`src/rtl/mem_access_ctrl_if.sv`:
```
// CPU-side request/response bus of the memory access sequencer.
// The master (CPU datapath) issues a load/store; the slave (sequencer)
// reports busy, completion, fault and the captured load data.
interface mem_access_ctrl_if;
    logic        req;
    logic        we;
    logic [31:0] addr;
    logic [31:0] wdata;
    logic        busy;
    logic        done;
    logic        err;
    logic [31:0] rdata;

    modport master (
        output req, we, addr, wdata,
        input  busy, done, err, rdata
    );

    modport slave (
        input  req, we, addr, wdata,
        output busy, done, err, rdata
    );
endinterface

```
`src/rtl/mem_access_ctrl.sv`:
```
// Initiator-side sequencer between the MAR/MDR path and a synchronous RAM.
// Accepts one load or store at a time, strobes the RAM for exactly one
// cycle, captures registered read data and flags out-of-range addresses.
// Every output comes straight from a flop.
module mem_access_ctrl #(
    parameter int ADDR_BITS = 8
) (
    input  logic                 clk,
    input  logic                 clr_n,
    mem_access_ctrl_if.slave     bus,
    output logic [ADDR_BITS-1:0] ram_address,
    output logic [31:0]          ram_data_in,
    output logic                 ram_write_enable,
    output logic                 ram_read_enable,
    input  logic [31:0]          ram_data_out
);

    typedef enum logic [2:0] {
        IDLE,
        RD_ISSUE,
        RD_WAIT,
        WR_ISSUE,
        DONE
    } state_t;

    state_t               state_q, state_d;
    logic                 busy_q, busy_d;
    logic                 done_q, done_d;
    logic                 err_q, err_d;
    logic [31:0]          rdata_q, rdata_d;
    logic [ADDR_BITS-1:0] ram_address_q, ram_address_d;
    logic [31:0]          ram_data_in_q, ram_data_in_d;
    logic                 ram_we_q, ram_we_d;
    logic                 ram_re_q, ram_re_d;
    logic                 out_of_range;

    // Any address bit above the RAM word-address width makes the request a fault.
    assign out_of_range = (bus.addr >> ADDR_BITS) != 32'd0;

    // Next-state and next-output logic; everything holds unless a state acts on it.
    always_comb begin
        state_d       = state_q;
        busy_d        = busy_q;
        done_d        = done_q;
        err_d         = err_q;
        rdata_d       = rdata_q;
        ram_address_d = ram_address_q;
        ram_data_in_d = ram_data_in_q;
        ram_we_d      = ram_we_q;
        ram_re_d      = ram_re_q;

        case (state_q)
            IDLE: begin
                if (bus.req) begin
                    ram_address_d = bus.addr[ADDR_BITS-1:0];
                    ram_data_in_d = bus.wdata;
                    busy_d        = 1'b1;
                    err_d         = 1'b0;
                    if (out_of_range) begin
                        err_d   = 1'b1;
                        done_d  = 1'b1;
                        state_d = DONE;
                    end else if (bus.we) begin
                        ram_we_d = 1'b1;
                        state_d  = WR_ISSUE;
                    end else begin
                        ram_re_d = 1'b1;
                        state_d  = RD_ISSUE;
                    end
                end
            end
            WR_ISSUE: begin
                ram_we_d = 1'b0;
                done_d   = 1'b1;
                state_d  = DONE;
            end
            RD_ISSUE: begin
                ram_re_d = 1'b0;
                state_d  = RD_WAIT;
            end
            RD_WAIT: begin
                rdata_d = ram_data_out;
                done_d  = 1'b1;
                state_d = DONE;
            end
            DONE: begin
                done_d  = 1'b0;
                busy_d  = 1'b0;
                state_d = IDLE;
            end
            default: begin
                ram_we_d = 1'b0;
                ram_re_d = 1'b0;
                done_d   = 1'b0;
                busy_d   = 1'b0;
                state_d  = IDLE;
            end
        endcase
    end

    // State and output registers; reset aborts any access and drops strobes at once.
    always_ff @(posedge clk or negedge clr_n) begin
        if (!clr_n) begin
            state_q       <= IDLE;
            busy_q        <= 1'b0;
            done_q        <= 1'b0;
            err_q         <= 1'b0;
            rdata_q       <= '0;
            ram_address_q <= '0;
            ram_data_in_q <= '0;
            ram_we_q      <= 1'b0;
            ram_re_q      <= 1'b0;
        end else begin
            state_q       <= state_d;
            busy_q        <= busy_d;
            done_q        <= done_d;
            err_q         <= err_d;
            rdata_q       <= rdata_d;
            ram_address_q <= ram_address_d;
            ram_data_in_q <= ram_data_in_d;
            ram_we_q      <= ram_we_d;
            ram_re_q      <= ram_re_d;
        end
    end

    assign bus.busy         = busy_q;
    assign bus.done         = done_q;
    assign bus.err          = err_q;
    assign bus.rdata        = rdata_q;
    assign ram_address      = ram_address_q;
    assign ram_data_in      = ram_data_in_q;
    assign ram_write_enable = ram_we_q;
    assign ram_read_enable  = ram_re_q;

endmodule

```
`src/flat_wrapper.sv`:
```
// flat-port wrapper written by rule: the top's interface ports become plain ports
module mem_access_ctrl_flat 
#(
    parameter int ADDR_BITS = 8
)
  (clk, clr_n, ram_address, ram_data_in, ram_write_enable, ram_read_enable, ram_data_out, bus_req, bus_we, bus_addr, bus_wdata, bus_busy, bus_done, bus_err, bus_rdata);
  mem_access_ctrl_if bus_i ();
  input  logic clk;
  input  logic clr_n;
  output logic [ADDR_BITS-1:0] ram_address;
  output logic [31:0] ram_data_in;
  output logic ram_write_enable;
  output logic ram_read_enable;
  input  logic [31:0] ram_data_out;
  input wire logic [$bits(bus_i.req)-1:0] bus_req;
  input wire logic [$bits(bus_i.we)-1:0] bus_we;
  input wire logic [$bits(bus_i.addr)-1:0] bus_addr;
  input wire logic [$bits(bus_i.wdata)-1:0] bus_wdata;
  output wire logic [$bits(bus_i.busy)-1:0] bus_busy;
  output wire logic [$bits(bus_i.done)-1:0] bus_done;
  output wire logic [$bits(bus_i.err)-1:0] bus_err;
  output wire logic [$bits(bus_i.rdata)-1:0] bus_rdata;
  assign bus_i.req = bus_req;
  assign bus_i.we = bus_we;
  assign bus_i.addr = bus_addr;
  assign bus_i.wdata = bus_wdata;
  assign bus_busy = bus_i.busy;
  assign bus_done = bus_i.done;
  assign bus_err = bus_i.err;
  assign bus_rdata = bus_i.rdata;
  mem_access_ctrl #(.ADDR_BITS(ADDR_BITS)) u_core (.clk(clk), .clr_n(clr_n), .bus(bus_i), .ram_address(ram_address), .ram_data_in(ram_data_in), .ram_write_enable(ram_write_enable), .ram_read_enable(ram_read_enable), .ram_data_out(ram_data_out));
endmodule
```
`config.mk`:
```
export PLATFORM = sky130hd
export DESIGN_NAME = mem_access_ctrl_flat
export DESIGN_NICKNAME = d
export VERILOG_FILES = /design/src/rtl/mem_access_ctrl_if.sv /design/src/rtl/mem_access_ctrl.sv /design/src/flat_wrapper.sv
export SDC_FILE = /design/constraint.sdc
export NUM_CORES = 1
export LEC_CHECK = 0
export ABC_AREA = 1
export CAP_MARGIN = 15
export CORE_UTILIZATION = 39
export DETAILED_ROUTE_END_ITERATION = 8
export HOLD_SLACK_MARGIN = 0.02
export PLACE_DENSITY = 0.8
export SLEW_MARGIN = 10
export SYNTH_ARGS = -nofsm -noshare
export SYNTH_HDL_FRONTEND = slang
export SYNTH_SLANG_ARGS = --single-unit
```
`constraint.sdc`:
```
create_clock -name clk -period 1.9 [get_ports clk]
set_input_delay 0.38 -clock clk [delete_from_list [all_inputs] [get_ports clk]]
set_output_delay 0.38 -clock clk [all_outputs]
set_load 0.02 [all_outputs]
```
==> flow_metrics.tcl <==
set metrics [dict create \
    outcome "finished clean" \
    crit_path_max_incr_delay_ns 0.63 \
    cts_sinks 80 \
    hpwl_mm 5.963 \
    grt_first_pass_wirelength_mm 12.84 \
    layout_common_cells "175 x clkdlybuf4s50_1, 120 x nand2_1, 80 x dfrtp_1, 37 x mux2_4, 19 x nor2_1" \
    core-area_mm2 0.008217 \
    hp-class "reg2reg" \
    clk_pin_slew_ns 0.09 \
    n_fill_cell 649 \
    synth-seq-cells 80 \
    drv_slew 0 \
    drive_gt1_share_pct 15.00 \
    clock_tree.root_cell "clkbuf_8" \
    setup_viol 0 \
    syn_to_final_growth_pct 65.34 \
    h-tree-depth 3 \
    post_cts_buffers 0 \
    avgSynthCellArea_um2 11.38 \
    critPathMaxFanout 2 \
    antenna_found_initial 0 \
    clockBufferDepth 2 \
    drv_cap 0 \
    synth_top_area_cell "dfrtp_1" \
    die_h_um 93.98 \
    dieArea_mm2 0.008832 \
    wl_per_cell_um 13.46 \
    drt_first_pass_iters 6 \
    grt_pass1_vias 2701 \
    rsz0062_at_grt "no" \
    drt.antenna.violating_nets 0 \
    cp_top_family "buffers and inverters" \
    critPathLaunchType "flop" \
    setup_tns_ns 0 \
    power_frac_clock_pct 19.6 \
    fin_nets 575 \
    syn-cell-area_mm2 0.003299 \
    row_count 33 \
    gp_congestion 0.8664 \
    fin_crit_sh_pct 90.65 \
    cts_made_buffers 9 \
    ys_seq_area_share_pct 60.68 \
    grt_max_degree 39 \
    swShare_pct 31.39 \
    drt_iter0_drc 67 \
    max-vdd-ir-drop_mv 0.4665 \
    grt-ovfl-total 0 \
    skew_ns 0.01449 \
    syn_inst 290 \
    grt_usage_pct 18.68 \
    ys_warn_count 0 \
    maxSlewHeadroom_pct 78.54 \
    p_total_w 0.006876 \
    vias 2649 \
    power_density_mw_per_mm2 1261 \
    clkLatencyLatePin_ns 0.34 \
    critPathBufInv 1 \
    p_seq_share_pct 36.0 \
    cpMaxStageDelayCell "clkdlybuf4s50_1" \
    p_int_w 0.004718 \
    p_switching_w 0.002159 \
    synthesis.nets 390 \
    routed_via_density 4.528 \
    holdWs_ns 0.4747 \
    wirelength_mm 7.876 \
    crit_type "reg2out" \
    port_buffers 176 \
    initial_utilization_pct 40.16 \
    synth_area_leaders "dfrtp_1 61%, mux2_4 17%, nand2_1 14%, nor2_1 2.2%, buf_6 1.4%" \
    fin_crit_ns 1.722 \
    cp.required_ns 1.52 \
    fp.dieW_um 93.98 \
    yosysTopAreaCellShare_pct 60.68 \
    n_antenna_cell 0 \
    comb_power_share_pct 44.3 \
    critical_path.cell_chain "clkdlybuf4s50_1" \
    synth_cell_types 19 \
    max_freq_ghz 0.5806 \
    crit_path_end_kind "output pin" \
    drcViolationCount 0 \
    final_common_cell "clkdlybuf4s50_1" \
    tightest_slew_ns 0.3219 \
    ios 177 \
    arrival_ns 1.34 \
    power.leakage_nw 2.519 \
    hold_viol 0 \
    tritoncts "done" \
]
## kinds of logic after synthesis
| kind of cell | count (synthesis) | share of synthesized area, % |
|---|---|---|
| simple gates | 149 | 17.94 |
| flops | 80 | 60.68 |
| mux | 40 | 17.86 |
| buf+inv | 17 | 2.844 |
| compound gates | 4 | 0.6825 |
## cell type report
cell class / count / area [um2] / share of cell area (%)
flip-flops and latches: 80 / 2002 / 36.70
repair buffers: 184 / 1872 / 34.31
well taps: 105 / 131.4 / 2.408
clock inverters: 6 / 82.58 / 1.514
multi-input cells: 193 / 1204 / 22.06
inverters: 7 / 26.28 / 0.4817
clock buffers: 10 / 137.6 / 2.523
## cells in the mapped netlist, drive strengths merged
| cell type | instances |
|---|---|
| o21ai | 1 |
| mux2 | 40 |
| nand3 | 3 |
| nor2 | 22 |
| nand4 | 1 |
| a21oi | 2 |
| nand3b | 1 |
| inv | 7 |
| dfrtp | 80 |
| clkbuf | 6 |
| o21bai | 1 |
| buf | 4 |
| nand2 | 122 |
## registers in the layout, summed over array words and instances, names as in the netlist
name	flops
u_core.bus.rdata	32
u_core.ram_data_in	32
u_core.ram_address	8
u_core.state_q	3
u_core.bus.busy	1
u_core.bus.done	1
u_core.bus.err	1
u_core.ram_read_enable	1
u_core.ram_write_enable	1
## power by group through the flow
stage / clock network (W) / logic [W] / registers, W
after floorplan: 0 / 0.00101 / 0.00311
after global placement: 0 / 0.00302 / 0.00248
after detailed placement: 0 / 0.00306 / 0.00251
after CTS: 0.00139 / 0.00308 / 0.00249
after global routing: 0.00148 / 0.00322 / 0.00254
final: 0.00135 / 0.00305 / 0.00248
## what timing repair did
action,CTS,global route
hold buffers,1,0
endpoints found under the hold margin,23,0
gates resized for setup,0,0
## metrics by stage
step                      cells  worst slack, ns  area (um2)  util [%]
final                       585           0.1776        5455     66.39
after global routing        585           0.1175        5455     66.39
after CTS                   585           0.1591        5455     66.39
after detailed placement    568           0.1553        5225     63.59
after global placement      568           0.1803        5225     63.59
after floorplan             290           0.5778        3299         -
## metal layers
metal / vias to the layer above / global-route usage (%) / wire length (um)
met5: - / 0 / 0
met3: 15 / 5.016 / 569
met1: 1240 / 23.72 / 3299
met2: 111 / 30.47 / 3859
li1: 1283 / - / -
met4: 0 / 6.923 / 148
## final timing paths
kind | from | to | slack [ns] | depth (start not counted)
max in group asynchronous | clr_n | u_core.bus.rdata[17]$_DFFE_PN0P_ | 0.85 | 3
worst min register to register | u_core.bus.rdata[2]$_DFFE_PN0P_ | u_core.bus.rdata[2]$_DFFE_PN0P_ | 0.47 | 2
min in group asynchronous | clr_n | u_core.state_q[2]$_DFFE_PN0P_ | 0.49 | 2
worst max-delay path | u_core.ram_data_in[24]$_DFFE_PN0P_ | ram_data_in[24] | 0.18 | 1
worst max register to register | u_core.state_q[0]$_DFFE_PN0P_ | u_core.ram_data_in[0]$_DFFE_PN0P_ | 0.40 | 6
worst min-delay path | u_core.bus.rdata[2]$_DFFE_PN0P_ | u_core.bus.rdata[2]$_DFFE_PN0P_ | 0.47 | 2
No activity file was read; power rests on OpenSTA's default activity.
